`src/rtl/piano_vga_renderer_if.sv`:
```
// piano_vga_renderer_if: key-press inputs and VGA outputs of the piano renderer
interface piano_vga_renderer_if #(
    parameter int NUM_WHITE = 49
);
    logic [NUM_WHITE-1:0] iWhitePressed;
    logic [NUM_WHITE-1:0] iBlackPressed;
    logic                 oVGA_Hsync;
    logic                 oVGA_Vsync;
    logic [3:0]           oVGA_Red;
    logic [3:0]           oVGA_Green;
    logic [3:0]           oVGA_Blue;
    logic                 oDe;
    logic                 oFrameStart;

    modport master (
        output iWhitePressed, iBlackPressed,
        input  oVGA_Hsync, oVGA_Vsync, oVGA_Red, oVGA_Green, oVGA_Blue, oDe, oFrameStart
    );

    modport slave (
        input  iWhitePressed, iBlackPressed,
        output oVGA_Hsync, oVGA_Vsync, oVGA_Red, oVGA_Green, oVGA_Blue, oDe, oFrameStart
    );
endinterface

```
`src/rtl/piano_vga_renderer.sv`:
```
// piano_vga_renderer: parametrised VGA timing plus piano-keyboard pixel renderer
module piano_vga_renderer #(
    parameter int          H_DISP      = 1024,
    parameter int          H_FRONT     = 24,
    parameter int          H_SYNC      = 136,
    parameter int          H_BACK      = 160,
    parameter int          V_DISP      = 768,
    parameter int          V_FRONT     = 3,
    parameter int          V_SYNC      = 6,
    parameter int          V_BACK      = 29,
    parameter bit          HS_POL      = 1'b0,
    parameter bit          VS_POL      = 1'b0,
    parameter int          NUM_WHITE   = 49,
    parameter int          X0          = 20,
    parameter int          Y0          = 200,
    parameter int          PITCH       = 19,
    parameter int          GAP         = 1,
    parameter int          WHITE_H     = 160,
    parameter int          BLACK_W     = 11,
    parameter int          BLACK_H     = 100,
    parameter logic [11:0] BG_COLOR    = 12'h000,
    parameter logic [11:0] WHITE_COLOR = 12'hFFF,
    parameter logic [11:0] BLACK_COLOR = 12'h222,
    parameter logic [11:0] GAP_COLOR   = 12'h00F,
    parameter logic [11:0] PRESS_COLOR = 12'hFF0
) (
    input  logic                       clk_vga,
    input  logic                       iReset_n,
    piano_vga_renderer_if.slave        kb_io
);
    localparam int H_TOTAL = H_DISP + H_FRONT + H_SYNC + H_BACK;
    localparam int V_TOTAL = V_DISP + V_FRONT + V_SYNC + V_BACK;
    localparam logic [11:0] H_LAST = 12'(H_TOTAL - 1);
    localparam logic [11:0] V_LAST = 12'(V_TOTAL - 1);
    localparam logic [11:0] HD     = 12'(H_DISP);
    localparam logic [11:0] VD     = 12'(V_DISP);
    localparam logic [11:0] HS_BEG = 12'(H_DISP + H_FRONT);
    localparam logic [11:0] HS_END = 12'(H_DISP + H_FRONT + H_SYNC);
    localparam logic [11:0] VS_BEG = 12'(V_DISP + V_FRONT);
    localparam logic [11:0] VS_END = 12'(V_DISP + V_FRONT + V_SYNC);
    localparam logic [11:0] WX     = 12'(X0);
    localparam logic [11:0] BX     = 12'(X0 + PITCH - BLACK_W / 2);
    localparam logic [11:0] P_LAST = 12'(PITCH - 1);
    localparam logic [11:0] P_GAP  = 12'(PITCH - GAP);
    localparam logic [11:0] NW     = 12'(NUM_WHITE);
    localparam logic [11:0] NB     = 12'(NUM_WHITE - 1);
    localparam logic [11:0] BW     = 12'(BLACK_W);
    localparam logic [11:0] Y_TOP  = 12'(Y0);
    localparam logic [11:0] Y_BLK  = 12'(Y0 + BLACK_H);
    localparam logic [11:0] Y_WHT  = 12'(Y0 + WHITE_H);
    localparam logic [NUM_WHITE-1:0] ONE = NUM_WHITE'(1);

    typedef enum logic [2:0] {C_BLANK, C_BLACK, C_GAP, C_WHITE, C_BG} cls_t;

    logic [11:0]          hcnt_q, hcnt_d, vcnt_q, vcnt_d;
    logic [11:0]          wi_q, wi_d, wo_q, wo_d;
    logic [11:0]          bi_q, bi_d, bo_q, bo_d;
    logic [2:0]           bn_q, bn_d;
    logic                 wact_q, wact_d, bact_q, bact_d;
    logic [NUM_WHITE-1:0] wsh_q, wsh_d, bsh_q, bsh_d;

    logic                 act, in_w, in_b, w_ok, b_ok;
    cls_t                 cls_q, cls_d;
    logic                 prs_q, prs_d;
    logic                 hs1_q, hs1_d, vs1_q, vs1_d, de1_q, fs1_q, fs1_d;

    logic [11:0]          rgb_q, rgb_d;
    logic                 hs_q, vs_q, de_q, fs_q;

    // Next raster position, key trackers (reloaded at their start column) and frame-latched presses
    always_comb begin
        hcnt_d = (hcnt_q == H_LAST) ? 12'd0 : hcnt_q + 12'd1;
        vcnt_d = (hcnt_q != H_LAST) ? vcnt_q : (vcnt_q == V_LAST) ? 12'd0 : vcnt_q + 12'd1;
        wact_d = (hcnt_d == WX) ? 1'b1 : (hcnt_d == 12'd0) ? 1'b0 : wact_q;
        wo_d   = (hcnt_d == WX || wo_q == P_LAST) ? 12'd0 : wo_q + 12'd1;
        wi_d   = (hcnt_d == WX) ? 12'd0 : (wo_q == P_LAST) ? wi_q + 12'd1 : wi_q;
        bact_d = (hcnt_d == BX) ? 1'b1 : (hcnt_d == 12'd0) ? 1'b0 : bact_q;
        bo_d   = (hcnt_d == BX || bo_q == P_LAST) ? 12'd0 : bo_q + 12'd1;
        bi_d   = (hcnt_d == BX) ? 12'd0 : (bo_q == P_LAST) ? bi_q + 12'd1 : bi_q;
        bn_d   = (hcnt_d == BX) ? 3'd0 : (bo_q != P_LAST) ? bn_q : (bn_q == 3'd6) ? 3'd0 : bn_q + 3'd1;
        wsh_d  = (hcnt_q == 12'd0 && vcnt_q == VD) ? kb_io.iWhitePressed : wsh_q;
        bsh_d  = (hcnt_q == 12'd0 && vcnt_q == VD) ? kb_io.iBlackPressed : bsh_q;
    end

    // Stage 0 state: counters, trackers and press shadows
    always_ff @(posedge clk_vga or negedge iReset_n) begin
        if (!iReset_n) begin
            hcnt_q <= '0;
            vcnt_q <= '0;
            wact_q <= 1'b0;
            wi_q   <= '0;
            wo_q   <= '0;
            bact_q <= 1'b0;
            bi_q   <= '0;
            bo_q   <= '0;
            bn_q   <= '0;
            wsh_q  <= '0;
            bsh_q  <= '0;
        end else begin
            hcnt_q <= hcnt_d;
            vcnt_q <= vcnt_d;
            wact_q <= wact_d;
            wi_q   <= wi_d;
            wo_q   <= wo_d;
            bact_q <= bact_d;
            bi_q   <= bi_d;
            bo_q   <= bo_d;
            bn_q   <= bn_d;
            wsh_q  <= wsh_d;
            bsh_q  <= bsh_d;
        end
    end

    // Classify the current pixel; black keys sit on top of the white keys and gaps
    always_comb begin
        act   = (hcnt_q < HD) && (vcnt_q < VD);
        in_w  = (vcnt_q >= Y_TOP) && (vcnt_q < Y_WHT);
        in_b  = (vcnt_q >= Y_TOP) && (vcnt_q < Y_BLK);
        w_ok  = wact_q && (wi_q < NW);
        b_ok  = bact_q && (bi_q < NB) && (bo_q < BW) && (bn_q != 3'd2) && (bn_q != 3'd6);
        cls_d = !act ? C_BLANK :
                (in_b && b_ok) ? C_BLACK :
                (in_w && w_ok && wo_q >= P_GAP) ? C_GAP :
                (in_w && w_ok) ? C_WHITE : C_BG;
        prs_d = (cls_d == C_BLACK) ? |(bsh_q & (ONE << bi_q)) :
                (cls_d == C_WHITE) ? |(wsh_q & (ONE << wi_q)) : 1'b0;
        hs1_d = (hcnt_q >= HS_BEG && hcnt_q < HS_END) ? HS_POL : ~HS_POL;
        vs1_d = (vcnt_q >= VS_BEG && vcnt_q < VS_END) ? VS_POL : ~VS_POL;
        fs1_d = (hcnt_q == 12'd0) && (vcnt_q == 12'd0);
    end

    // Stage 1 register: pixel class plus raw syncs, DE and frame-start
    always_ff @(posedge clk_vga or negedge iReset_n) begin
        if (!iReset_n) begin
            cls_q <= C_BLANK;
            prs_q <= 1'b0;
            hs1_q <= ~HS_POL;
            vs1_q <= ~VS_POL;
            de1_q <= 1'b0;
            fs1_q <= 1'b0;
        end else begin
            cls_q <= cls_d;
            prs_q <= prs_d;
            hs1_q <= hs1_d;
            vs1_q <= vs1_d;
            de1_q <= act;
            fs1_q <= fs1_d;
        end
    end

    // Map pixel class to colour; a pressed key overrides its own colour only
    always_comb begin
        rgb_d = (cls_q == C_BLANK) ? 12'h000 :
                prs_q ? PRESS_COLOR :
                (cls_q == C_BLACK) ? BLACK_COLOR :
                (cls_q == C_GAP) ? GAP_COLOR :
                (cls_q == C_WHITE) ? WHITE_COLOR : BG_COLOR;
    end

    // Stage 2 register: colour aligned with the delayed syncs, DE and frame-start
    always_ff @(posedge clk_vga or negedge iReset_n) begin
        if (!iReset_n) begin
            rgb_q <= '0;
            hs_q  <= ~HS_POL;
            vs_q  <= ~VS_POL;
            de_q  <= 1'b0;
            fs_q  <= 1'b0;
        end else begin
            rgb_q <= rgb_d;
            hs_q  <= hs1_q;
            vs_q  <= vs1_q;
            de_q  <= de1_q;
            fs_q  <= fs1_q;
        end
    end

    assign kb_io.oVGA_Hsync  = hs_q;
    assign kb_io.oVGA_Vsync  = vs_q;
    assign kb_io.oVGA_Red    = rgb_q[11:8];
    assign kb_io.oVGA_Green  = rgb_q[7:4];
    assign kb_io.oVGA_Blue   = rgb_q[3:0];
    assign kb_io.oDe         = de_q;
    assign kb_io.oFrameStart = fs_q;
endmodule
```
`src/flat_wrapper.sv`:
```
// flat-port wrapper written by rule: the top's interface ports become plain ports
module piano_vga_renderer_flat 
#(
    parameter int          H_DISP      = 1024,
    parameter int          H_FRONT     = 24,
    parameter int          H_SYNC      = 136,
    parameter int          H_BACK      = 160,
    parameter int          V_DISP      = 768,
    parameter int          V_FRONT     = 3,
    parameter int          V_SYNC      = 6,
    parameter int          V_BACK      = 29,
    parameter bit          HS_POL      = 1'b0,
    parameter bit          VS_POL      = 1'b0,
    parameter int          NUM_WHITE   = 49,
    parameter int          X0          = 20,
    parameter int          Y0          = 200,
    parameter int          PITCH       = 19,
    parameter int          GAP         = 1,
    parameter int          WHITE_H     = 160,
    parameter int          BLACK_W     = 11,
    parameter int          BLACK_H     = 100,
    parameter logic [11:0] BG_COLOR    = 12'h000,
    parameter logic [11:0] WHITE_COLOR = 12'hFFF,
    parameter logic [11:0] BLACK_COLOR = 12'h222,
    parameter logic [11:0] GAP_COLOR   = 12'h00F,
    parameter logic [11:0] PRESS_COLOR = 12'hFF0
)
  (clk_vga, iReset_n, kb_io_iWhitePressed, kb_io_iBlackPressed, kb_io_oVGA_Hsync, kb_io_oVGA_Vsync, kb_io_oVGA_Red, kb_io_oVGA_Green, kb_io_oVGA_Blue, kb_io_oDe, kb_io_oFrameStart);
  piano_vga_renderer_if #(.NUM_WHITE(NUM_WHITE)) kb_io_i ();
  input  logic clk_vga;
  input  logic iReset_n;
  input wire logic [$bits(kb_io_i.iWhitePressed)-1:0] kb_io_iWhitePressed;
  input wire logic [$bits(kb_io_i.iBlackPressed)-1:0] kb_io_iBlackPressed;
  output wire logic [$bits(kb_io_i.oVGA_Hsync)-1:0] kb_io_oVGA_Hsync;
  output wire logic [$bits(kb_io_i.oVGA_Vsync)-1:0] kb_io_oVGA_Vsync;
  output wire logic [$bits(kb_io_i.oVGA_Red)-1:0] kb_io_oVGA_Red;
  output wire logic [$bits(kb_io_i.oVGA_Green)-1:0] kb_io_oVGA_Green;
  output wire logic [$bits(kb_io_i.oVGA_Blue)-1:0] kb_io_oVGA_Blue;
  output wire logic [$bits(kb_io_i.oDe)-1:0] kb_io_oDe;
  output wire logic [$bits(kb_io_i.oFrameStart)-1:0] kb_io_oFrameStart;
  assign kb_io_i.iWhitePressed = kb_io_iWhitePressed;
  assign kb_io_i.iBlackPressed = kb_io_iBlackPressed;
  assign kb_io_oVGA_Hsync = kb_io_i.oVGA_Hsync;
  assign kb_io_oVGA_Vsync = kb_io_i.oVGA_Vsync;
  assign kb_io_oVGA_Red = kb_io_i.oVGA_Red;
  assign kb_io_oVGA_Green = kb_io_i.oVGA_Green;
  assign kb_io_oVGA_Blue = kb_io_i.oVGA_Blue;
  assign kb_io_oDe = kb_io_i.oDe;
  assign kb_io_oFrameStart = kb_io_i.oFrameStart;
  piano_vga_renderer #(.H_DISP(H_DISP), .H_FRONT(H_FRONT), .H_SYNC(H_SYNC), .H_BACK(H_BACK), .V_DISP(V_DISP), .V_FRONT(V_FRONT), .V_SYNC(V_SYNC), .V_BACK(V_BACK), .HS_POL(HS_POL), .VS_POL(VS_POL), .NUM_WHITE(NUM_WHITE), .X0(X0), .Y0(Y0), .PITCH(PITCH), .GAP(GAP), .WHITE_H(WHITE_H), .BLACK_W(BLACK_W), .BLACK_H(BLACK_H), .BG_COLOR(BG_COLOR), .WHITE_COLOR(WHITE_COLOR), .BLACK_COLOR(BLACK_COLOR), .GAP_COLOR(GAP_COLOR), .PRESS_COLOR(PRESS_COLOR)) u_core (.clk_vga(clk_vga), .iReset_n(iReset_n), .kb_io(kb_io_i));
endmodule
```
`config.mk`:
```
export PLATFORM = sky130hd
export DESIGN_NAME = piano_vga_renderer_flat
export DESIGN_NICKNAME = d
export VERILOG_FILES = /design/src/rtl/piano_vga_renderer_if.sv /design/src/rtl/piano_vga_renderer.sv /design/src/flat_wrapper.sv
export SDC_FILE = /design/constraint.sdc
export NUM_CORES = 1
export LEC_CHECK = 0
export ABC_AREA = 1
export CAP_MARGIN = 10
export CELL_PAD_IN_SITES_DETAIL_PLACEMENT = 2
export CELL_PAD_IN_SITES_GLOBAL_PLACEMENT = 2
export CORE_ASPECT_RATIO = 1.2
export CORE_MARGIN = 2
export CORE_UTILIZATION = 35
export CTS_BUF_LIST = sky130_fd_sc_hd__clkbuf_4
export DETAILED_ROUTE_END_ITERATION = 8
export GPL_TIMING_DRIVEN = 1
export PLACE_DENSITY = 0.84
export REMOVE_ABC_BUFFERS = 1
export SYNTH_ARGS = -nofsm -noshare
export SYNTH_HDL_FRONTEND = slang
export SYNTH_SLANG_ARGS = --single-unit
```
`constraint.sdc`:
```
create_clock -name clk_vga -period 5.7 [get_ports clk_vga]
set_input_delay 1.71 -clock clk_vga [delete_from_list [all_inputs] [get_ports clk_vga]]
set_output_delay 1.71 -clock clk_vga [all_outputs]
set_load 0.01 [all_outputs]
```
Yosys cells after proc, flatten, opt, wreduce, memory -nomap -nowiden
Cells that the tools add are included.
W data, S select, Z words.
- word-level logic and storage cells: 118
- flip-flop bits (word level): 199
- output and inout bits: 16
- input bits: 100
- bitwise gates (word level): 2
- $add $sub $neg: 7
- shifts and indexed selects: 2
- muxes and demuxes: 27
- order comparisons: 13
- equality and inequality tests: 18
- reduce and logical (&&, ||, !) cells: 27
- operators with widths (kind ; count):
    $mux W12 ; 13
    $and A49 B49 Y49 ; 2
    $reduce_or A49 Y1 ; 2
    $shl A1 B12 Y49 const A ; 2
    $add A12 B1 Y12 const B ; 6
    $eq A12 B5 Y1 const B ; 3
    $logic_not A12 Y1 ; 3
    $eq A12 B10 Y1 const B ; 2
    $lt A12 B10 Y1 const B ; 2
    $lt A12 B11 Y1 const B ; 2
    $lt A12 B6 Y1 const B ; 2
    $lt A12 B9 Y1 const B ; 2
    $mux W3 ; 7
    $logic_and A1 B1 Y1 ; 15
    $eq A12 B11 Y1 const B ; 1
    $eq A12 B6 Y1 const B ; 1
    $ge A12 B10 Y1 const B ; 1
    $ge A12 B11 Y1 const B ; 1
    $ge A12 B5 Y1 const B ; 1
    $ge A12 B8 Y1 const B ; 1
    $lt A12 B4 Y1 const B ; 1
    $ne A12 B11 Y1 const B ; 1
    $ne A12 B5 Y1 const B ; 1
    $eq A3 B2 Y1 const B ; 3
    10 further kinds ; 21

Depth between registers and ports, before layout
Gate-level depths: netlist of the first run.
- word-level depth: 11
- gate-level depth with buffers: 15
- gate-level depth less buffers: 15

Least setup slack after synthesis of the first run
No wires, ideal clock.
- path type: register to output
- start point: register, netlist name u_core.rgb_q[10]
- end point: output port kb_io_oVGA_Green[2]
- setup slack: 3.397 ns
- required time: 3.990 ns
- buffers on the path: 1
- cell stages (with the launch flop): 2
- arrival time: 0.593 ns
- path through: dfrtp_1 -> buf_4
- RTL lines (what ; line ; text):
    to (decl) ; flat_wrapper.sv:37 ; output wire logic [$bits(kb_io_i.oVGA_Green)-1:0] kb_io_oVGA_Green;

Worst setup path in the final report of the first run
- start point: register u_core.hs_q, in the netlist u_core.kb_io.oVGA_Hsync
- end point: output port kb_io_oVGA_Hsync
- RTL lines (what ; line ; text):
    from (decl) ; piano_vga_renderer.sv:68 ; logic hs_q, vs_q, de_q, fs_q;
    from (signal assigned) ; piano_vga_renderer.sv:164 ; hs_q <= ~HS_POL;
    from (signal assigned) ; piano_vga_renderer.sv:170 ; hs_q <= hs1_q;
    to (decl) ; flat_wrapper.sv:34 ; output wire logic [$bits(kb_io_i.oVGA_Hsync)-1:0] kb_io_oVGA_Hsync;
No word-level cell between the ends.

==> results of run 1 <==
[flip-flops by register name (all words and copies together) (netlist names), 3 cells and up]
name / count
u_core.rgb_q: 4
u_core.bi_q: 12
u_core.cls_q: 3
u_core.wi_q: 12
u_core.wo_q: 12
u_core.wsh_q: 49
u_core.vcnt_q: 12
u_core.hcnt_q: 12
u_core.bo_q: 12
u_core.bn_q: 3
u_core.bsh_q: 49
[cell families after synthesis]
family                     after synthesis
AOI/OAI and AO/OA                       55
xor gates and xnor gates                26
adders and majority gates               15
buffers and inverters                  171
DFF                                    191
muxes                                   98
and+or+nand+nor                        536
[stage by stage]
stage,setup WS [ns],hold slack [ns],cells
after detailed placement,2.78,0.339,1551
after global routing,2.26,0.371,1582
after floorplan,2.14,0.331,1055
after global placement,2.82,0.334,1551
after CTS,2.27,0.369,1580
final,2.32,0.368,1582
[where the power goes]
group	internal, mW	switching [mW]	total [mW]
Combinational	0.0890	0.0592	0.148
Clock	0.307	0.463	0.770
Sequential	1.39	0.0218	1.41
[placed cells by master, fill, tap and decap left out, drive strengths merged, types with 2 or more instances in the layout]
cell	synthesis	routed
diode	0	2
nor3	35	35
inv	129	129
ha	15	15
nor4	10	10
nand3b	2	2
clkdlybuf4s50	0	114
a21oi	10	10
clkinv	5	10
buf	24	2
xor2	20	20
clkbuf	13	21
nand2	155	155
dfrtp	187	187
nand3	72	72
nor3b	4	4
xnor2	6	6
mux2	98	98
and3	2	2
bufinv	0	3
dfstp	4	4
or2	2	2
o21ai	36	36
nor2	170	170
nand4	84	84
[layout make-up]
class	count	area, um2	share of cell area, %
sequential	191	4780	41.1
multi-input combinational	730	4410	37.9
timing repair buffer	117	1180	10.2
inverter	134	505	4.34
tap	379	474	4.08
clock buffer	20	150	1.29
clock inverter	9	120	1.03
antenna	2	5.00	0.0430
[worst max-delay path by stage]
stage	startpoint	to	cells past startpoint
after floorplan	u_core.hcnt_q[8]$_DFF_PN0_	u_core.bsh_q[33]$_DFFE_PN0P_	7
after global placement	iReset_n	u_core.wsh_q[14]$_DFFE_PN0P_	2
after detailed placement	iReset_n	u_core.wsh_q[30]$_DFFE_PN0P_	2
after CTS	u_core.kb_io.oVGA_Hsync$_DFF_PN1_	kb_io_oVGA_Hsync	1
after global routing	u_core.kb_io.oVGA_Vsync$_DFF_PN1_	kb_io_oVGA_Vsync	1
final	u_core.kb_io.oVGA_Hsync$_DFF_PN1_	kb_io_oVGA_Hsync	1
[metal layers]
metal,wire (um),track usage [%]
met5,0,0
met4,762,7.27
met3,1020,3.27
met2,16800,40.7
met1,12600,25.2
==> results.py, run 1 <==
metrics = {
    "routing": {
        "post_drt_wl_per_cell_um": 19.7,
        "drt_wl_total_um": 31200,
        "drt-initial-drc-count": 275,
        "drc": 0,
        "num_vias": 8194,
        "ant_nets": 0,
        "vias_per_cell": 5.18,
        "drt-pass1-iter-count": 4,
    },
    "sta": {
        "slew_violations": 0,
        "hold_violations": 0,
        "worst_slew_pin_slew_ns": 1.02,
        "rsz0062_at_grt": "false",
        "final-setup-viol-count": 0,
        "skew_ns": 0.0204,
        "max_freq_mhz": 295,
        "tns_ns": 0,
        "max_slew_margin_pct": 32.2,
        "fin_crit_ns": 3.38,
        "final.period_utilization_pct": 59.4,
    },
    "setup_path": {
        "crit_path_cell_trace": "clkdlybuf4s50_1",
        "cp-start-kind": "flip-flop",
        "end_kind": "primary output",
        "worstPathRequired_ns": 3.99,
        "crit_family": "flip-flops",
        "worstPathMaxFanout": 1,
        "crit_buf_inv": 1,
        "r2r_start": "u_core.hcnt_q[0]$_DFF_PN0_",
        "cp.arrival_ns": 1.67,
        "r2r_end": "u_core.bi_q[4]$_DFFE_PN0N_",
        "slowest_stage": "dfstp_2",
        "path_class": "flip-flop to primary output",
        "worstRegToRegCells": 10,
        "cpPeakStageDelay_ns": 0.55,
        "r2r_slack_ns": 2.88,
    },
    "grt": {
        "first_global_vias": 9386,
        "antenna_found_initial": 2,
        "grt_first_pass_wirelength_um": 50500,
        "grt_remaining_overflow": 0,
        "grt_max_degree": 109,
        "track_usage_pct": 21.9,
    },
    "synthesis": {
        "yosys-top-cells-count": "dfrtp_1 (187), nor2_1 (154), nand2_1 (153), inv_1 (124), mux2_2 (96)",
        "ys_types": 48,
        "yosysMostFrequentCell": "dfrtp_1",
        "synth_top_family_by_area": "simple AND/OR/NAND/NOR gates",
        "synthTopCellsByArea": "dfrtp_1 (47%), mux2_2 (11%), nor2_1 (5.8%), nand2_1 (5.8%), nand4_1 (5.1%)",
        "async_flop_share_pct": 100,
        "ys_ff_latch": 191,
        "synth_xor_area_share_pct": 2.30,
        "ys_warn_count": 0,
        "synth-adder-area-share_pct": 1.89,
        "synth_top_area_cell": "dfrtp_1",
        "synth_edf_count": 0,
        "synth_seq_area_share_pct": 48.3,
        "yosys.area_share.simple_pct": 26.0,
        "syn_avg_cell_area_um2": 9.08,
        "ys.flop_type": "dfrtp_1",
        "yosysTopAreaCellShare_pct": 47.2,
        "synth_area_um2": 9910,
        "synth_compound_area_share_pct": 3.14,
        "synthCells": 1092,
        "muxShareOfSynthArea_pct": 11.1,
    },
    "placed_design": {
        "port_buffers": 115,
        "routabilityCongestion": 0.801,
        "dpl.hpwl_um": 23300,
        "dpl_cell_area_um2": 11400,
    },
    "floorplan": {
        "coreArea_um2": 27900,
        "io_pins": 116,
        "fp.dieW_um": 158,
        "rows": 67,
        "die-area_um2": 29700,
        "die_h_um": 188,
        "start_util_pct": 35.5,
    },
    "cells_and_area": {
        "nNetsFinal": 1306,
        "nFillCells": 3072,
        "finish.instance_area_um2": 11600,
        "area_growth_pct": 17.4,
        "drive_gt1_share_pct": 14.0,
        "final_core_util_pct": 41.7,
    },
    "pwr": {
        "power_density_nw_per_um2": 200,
        "ir_drop_v": 0.000164,
        "power_leakage_nw": 5.28,
        "finalPower_mw": 2.33,
    },
    "clock_tree": {
        "root_buffer": "clkbuf_4",
        "clock_sinks": 191,
        "clkTransAtPathRegs_ns": 0.15,
        "cts_tree": "yes",
        "h-tree-depth": 4,
        "numCtsBuffers": 17,
        "postCtsSetupBuffers": 0,
        "hold_buffers": 0,
        "clockBufferDepth": 2,
        "cts_resized": 0,
        "clock_latency_ns": 0.60,
    },
    "min_path": {
        "worstHoldStart": "u_core.vs1_q$_DFF_PN1_",
        "hp-class": "flip-flop to flip-flop",
        "min_path_cells": 0,
        "whs_endpoint": "u_core.kb_io.oVGA_Vsync$_DFF_PN1_",
    },
    "outcome": {
        "status": "complete, no violations",
    },
    "flow_run": {
        "cap_violations": 0,
    },
}
(Power assumes the default switching activity.)
==> inputs of run 2 (changes only) <==
==> constraint.sdc (replaced) <==
create_clock -name clk_vga -period 3.55 [get_ports clk_vga]
set_input_delay 1.065 -clock clk_vga [delete_from_list [all_inputs] [get_ports clk_vga]]
set_output_delay 1.065 -clock clk_vga [all_outputs]
set_load 0.01 [all_outputs]
==> run 2 against run 1 <==
Net effect: design area grew 0.48%; flip-flop and latch count is the same; cell count grew 0.44%; critical path depth is the same.
==> results.py, run 2 (same netlist as run 1, synthesis figures left out) <==
metrics = {
    "sta": {
        "worst_slew_pin_slew_ns": 1.06,
        "final.period_utilization_pct": 78.1,
        "max_freq_mhz": 361,
        "max_slew_margin_pct": 29.1,
        "fin_crit_ns": 2.77,
        "slew_violations": 0,
        "tns_ns": 0,
        "hold_violations": 0,
        "final-setup-viol-count": 0,
        "rsz0062_at_grt": "false",
        "skew_ns": 0.0265,
    },
    "setup_path": {
        "crit_path_cell_trace": "clkdlybuf4s50_1",
        "crit_buf_inv": 1,
        "cpPeakStageDelay_ns": 0.55,
        "worstPathMaxFanout": 1,
        "cp.arrival_ns": 1.71,
        "cp-start-kind": "flip-flop",
        "slowest_stage": "dfstp_2",
        "worstPathRequired_ns": 2.48,
        "end_kind": "primary output",
        "path_class": "flip-flop to primary output",
        "crit_family": "flip-flops",
    },
    "placed_design": {
        "routabilityCongestion": 0.816,
        "dpl.hpwl_um": 23600,
        "port_buffers": 115,
    },
    "pwr": {
        "power_leakage_nw": 5.31,
        "finalPower_mw": 3.74,
        "power_density_nw_per_um2": 320,
        "ir_drop_v": 0.000156,
    },
    "routing": {
        "drc": 0,
        "post_drt_wl_per_cell_um": 19.8,
        "vias_per_cell": 5.20,
        "num_vias": 8266,
        "drt-pass1-iter-count": 5,
        "ant_nets": 0,
        "drt-initial-drc-count": 361,
        "drt_wl_total_um": 31500,
    },
    "clock_tree": {
        "clockBufferDepth": 2,
        "root_buffer": "clkbuf_4",
        "hold_buffers": 0,
        "h-tree-depth": 4,
        "clock_sinks": 191,
        "clkTransAtPathRegs_ns": 0.16,
        "clock_latency_ns": 0.63,
        "numCtsBuffers": 17,
        "cts_tree": "yes",
        "cts_resized": 0,
        "postCtsSetupBuffers": 0,
    },
    "floorplan": {
        "coreArea_um2": 27900,
        "die_h_um": 188,
        "start_util_pct": 35.5,
        "rows": 67,
        "fp.dieW_um": 158,
        "io_pins": 116,
        "die-area_um2": 29700,
    },
    "min_path": {
        "hp-class": "flip-flop to flip-flop",
    },
    "cells_and_area": {
        "nNetsFinal": 1311,
        "final_common_cell": "dfrtp_1",
        "nFillCells": 3049,
        "layout_common_cells": "dfrtp_1 (187), nor2_1 (154), nand2_1 (152), inv_1 (124), clkdlybuf4s50_1 (114)",
        "area_growth_pct": 18.0,
        "drive_gt1_share_pct": 14.6,
        "reg_top3": "u_core.bsh_q x49, u_core.wsh_q x49",
    },
    "grt": {
        "first_global_vias": 9539,
        "grt_first_pass_wirelength_um": 51000,
        "track_usage_pct": 22.1,
        "antenna_found_initial": 1,
        "grt_remaining_overflow": 0,
        "grt_max_degree": 77,
    },
    "outcome": {
        "status": "complete, no violations",
    },
    "flow_run": {
        "cap_violations": 0,
    },
}
run 2: cell count changes in the layout (fill, tap and decap cells not counted), sizes merged:
cell,before,now
clkinv,10,15
bufinv,3,2
clkbuf,21,19
buf,2,7
inv,129,130
diode,2,1
run 2: per-layer routing:
layer	vias up	part of all wire [%]	GRT usage, %
met2	157	54	40.2
met3	54	3.1	3.33
li1	3829	-	-
met5	-	0	0
met4	0	2.6	7.41
met1	4226	41	26.2
run 2: layout make-up:
class                   count  area (um2)  area share (%)
clock inverters            14         144            1.23
flip-flops and latches    191        4780            40.9
repair buffers            122        1230            10.5
diodes                      1        2.50          0.0214
inverters                 134         505            4.32
well taps                 379         474            4.06
multi-input cells         730        4410            37.8
clock buffers              18         135            1.16
run 2: power by group:
part / total (mW) / leakage (nW) / internal, mW / switching (mW)
Sequential: 2.27 / 2.35 / 2.23 / 0.0352
Combinational: 0.239 / 2.80 / 0.145 / 0.0941
Clock: 1.23 / 0.154 / 0.426 / 0.803
Total: 3.74 / 5.31 / 2.80 / 0.933
run 2: final timing paths:
kind	from	cells past startpoint	slack, ns	endpoint
min in group asynchronous	iReset_n	1	0.43	u_core.bsh_q[8]$_DFFE_PN0P_
worst max-delay path	u_core.kb_io.oVGA_Vsync$_DFF_PN1_	1	0.78	kb_io_oVGA_Vsync
worst max register to register	u_core.hcnt_q[0]$_DFF_PN0_	12	0.83	u_core.bi_q[6]$_DFFE_PN0N_
max in group asynchronous	iReset_n	2	2.28	u_core.bsh_q[26]$_DFFE_PN0P_
worst min register to register	u_core.vs1_q$_DFF_PN1_	0	0.37	u_core.kb_io.oVGA_Vsync$_DFF_PN1_
worst min-delay path	u_core.vs1_q$_DFF_PN1_	0	0.37	u_core.kb_io.oVGA_Vsync$_DFF_PN1_
run 2: through the flow:
step	hold WS (ns)	std cells	area, um2	setup WS (ns)	util (%)
after floorplan	0.331	1055	9700	-0.0146	-
after global placement	0.334	1556	11400	1.12	40.9
after detailed placement	0.349	1556	11400	0.867	40.9
after CTS	0.370	1588	11700	0.727	41.9
after global routing	0.377	1589	11700	0.516	41.9
final	0.370	1589	11700	0.777	41.9
==> RTL edit, RTL diff (config.mk and constraints of run 2) <==
`VS_POL` is set to 1'b0 in 2 places; all go to 1'b1.
--- a/src/rtl/piano_vga_renderer.sv
+++ b/src/rtl/piano_vga_renderer.sv
@@ -9,7 +9,7 @@
     parameter int          V_SYNC      = 6,
     parameter int          V_BACK      = 29,
     parameter bit          HS_POL      = 1'b0,
-    parameter bit          VS_POL      = 1'b0,
+    parameter bit          VS_POL      = 1'b1,
     parameter int          NUM_WHITE   = 49,
     parameter int          X0          = 20,
     parameter int          Y0          = 200,
--- a/src/flat_wrapper.sv
+++ b/src/flat_wrapper.sv
@@ -10,7 +10,7 @@
     parameter int          V_SYNC      = 6,
     parameter int          V_BACK      = 29,
     parameter bit          HS_POL      = 1'b0,
-    parameter bit          VS_POL      = 1'b0,
+    parameter bit          VS_POL      = 1'b1,
     parameter int          NUM_WHITE   = 49,
     parameter int          X0          = 20,
     parameter int          Y0          = 200,
Behaviour: not the same (Yosys sat finds a counterexample within 4 cycles, from zero or initial values and one cycle with iReset_n low).
==> RTL edit against run 2 <==
  * Worst setup slack got worse by 0.020 ns
  * Maximum frequency down 0.73%
  * Sequential share of layout area grew 0.52 points
  * Combinational power increased by 2%
  * Count of clock-buffer cells in the layout decreased by 1
  * First-iteration DRC count decreased by 12%
  * Routed wire length decreased by 3.7%
  * Utilization grew 0.47 points
  * Final area is 1.3% lower
  * Sequential cell count stayed put
  * Area after synthesis down 1.7%
  * Power up 2.7%
  * Highest routed layer unchanged
==> RTL edit: results (changes against run 2) <==
[status]
outcome=complete, no violations  ; unchanged

[routing]
via_count=7880  ; was 8266
routed.top_layer=met4  ; unchanged
drtIter0Drc=318  ; was 361
met2WireLength_mm=15.76  ; was 16.84 mm
dr_wl_met3_um=839  ; was 980 um
drt_pre_antenna_iters=5  ; unchanged
post_drt_wl_per_cell_um=19.89  ; was 19.80 um
met1_length_mm=12.90  ; was 12.83 mm

[timing]
finalCriticalPeriod_ns=2.793  ; was 2.773 ns
slew-limit-headroom_pct=42.95  ; was 29.06%
whs_ns=0.3680  ; was 0.3704 ns
clock_skew_ns=0.03782  ; was 0.02653 ns

[placed_design]
dp_cells=1489  ; was 1556
dp_hpwl_mm=22.07  ; was 23.55 mm
io_buffers=115  ; unchanged
gp_congestion=0.7968  ; was 0.8162

[logic_synthesis]
synth_commonest_cells=dfrtp_1, nor2_1, nand2_1  ; unchanged
synth_area_leaders=dfrtp_1, mux2_2, nor2_1, nand2_1, inv_1  ; was dfrtp_1, mux2_2, nor2_1, nand2_1, nand4_1
synth.avg_cell_area_um2=9.169  ; was 9.077 um2
yosys_warnings=0  ; unchanged
synth.distinct_cells=44  ; was 48
synth-seq-area-share_pct=49.06  ; was 48.27%
async_flop_share_pct=100.0  ; unchanged

[clocking]
path_clk_slew_ns=0.17
cts_setup_buffers=0  ; unchanged
clockBufferDepth=2  ; unchanged
cts_resized=0  ; unchanged
htreeDepth=4  ; unchanged
clk_latency_ns=0.63  ; about the same
cts_buffers=17  ; unchanged
cts_root_buf=clkbuf_4  ; unchanged

[final_layout]
top_regs=u_core.bsh_q (49), u_core.wsh_q (49)  ; unchanged
final_cells=1523  ; was 1589
drive_gt1_share_pct=14.73  ; was 14.64%
fin_nets=1283  ; was 1311
n_fill_cell=2994  ; was 3049

[setup_path]
path_max_fanout=14  ; was 1
arrival_ns=3.27  ; was 1.71 ns
r2r_setup_slack_ns=0.76  ; was 0.83 ns

[global_routing]
grt_pass1_wl_mm=48.74  ; was 51.00 mm
grtUsageTotal_pct=21.45  ; was 22.05%
antenna_found_initial=1  ; unchanged
grt_pass1_vias=9005  ; was 9539
grt_max_degree=75  ; was 77

[power]
ir_drop_v=0.0001653  ; was 0.0001561 V
leakage_uw=0.005222  ; was 0.005312 uW

[min_path]
hp-class=flip-flop to flip-flop  ; unchanged

==> RTL edit: changes by cell type after synthesis, moves of 3 or more <==
cell             run 2  this run
nand2_1            153       144
nand4_1             81        69
clkbuf_1            13         8
nand3_1             70        66
inv_2                4         1
or2_2                2         6
o21ai_0             34        24
buf_1                1         9
buf_2                9         6
nor2_1             154       147
a21oi_1             10        16
xor2_1              20        31
nand2_2              2         5
==> RTL edit: path summary, 6_finish.rpt <==
kind | from | to | cells after the start
worst max register to register | u_core.hcnt_q[0] | u_core.bn_q[2] | 13
worst max-delay path | u_core.hcnt_q[0] | u_core.bn_q[2] | 13
worst min register to register | u_core.hs1_q | u_core.kb_io.oVGA_Hsync | 0
max in group asynchronous | iReset_n | u_core.wsh_q[5] | 2
min in group asynchronous | iReset_n | u_core.vs1_q | 1
worst min-delay path | u_core.hs1_q | u_core.kb_io.oVGA_Hsync | 0
==> RTL edit: stage by stage <==
step           instance area [um2]  util, %
2_1_floorplan                 9555        -
3_3_place_gp                 11230    41.19
3_5_place_dp                 11230    41.19
4_1_cts                      11540    42.33
5_1_grt                      11540    42.35
6_report                     11540    42.35
==> RTL edit: report_power, final <==
group | leakage (uW) | total (uW) | switching (uW) | internal (uW)
sequential | 0.00236 | 2270 | 35.1 | 2230
clock | 0.000161 | 1330 | 830 | 497
combinational | 0.00270 | 243 | 97.0 | 146
total | 0.00522 | 3840 | 962 | 2880
==> RTL edit: final cells by class <==
| type | count | share of cell area, % |
|---|---|---|
| clock buffers | 17 | 1.106 |
| diodes | 2 | 0.04337 |
| repair buffers | 121 | 10.72 |
| multi-input cells | 709 | 37.26 |
| well taps | 340 | 3.686 |
| flip-flops and latches | 191 | 41.44 |
| inverters | 128 | 4.163 |
| clock inverters | 15 | 1.583 |
==> RTL edit: routing by layer <==
layer,vias up,track usage [%]
li1,3720,-
met1,3988,26.12
met2,129,38.46
met3,43,3.042
met4,0,7.339
met5,-,0
==> RTL edit: worst max-delay path, stage by stage, from the launching register on <==
cell and delay [ns]:
dfrtp_1 0.49, ha_1 0.22, nand2_2 0.08, inv_2 0.07, nand2_2 0.06, nor2_4 0.13
nand2_2 0.09, nor3_4 0.15, nand3_1 0.10, nand3_1 0.14, nand2_2 0.08, nor3_4 0.23
and3_1 0.71, nor2_1 0.10
==> RTL edit: cell families after synthesis <==
logic type,Yosys count,share of synthesized area [%]
and+or+nand+nor,505,24.34
DFF,191,49.06
buffers and inverters,163,6.893
muxes,98,11.32
AOI/OAI and AO/OA,55,3.222
xor gates and xnor gates,36,3.235
adders and majority gates,15,1.926
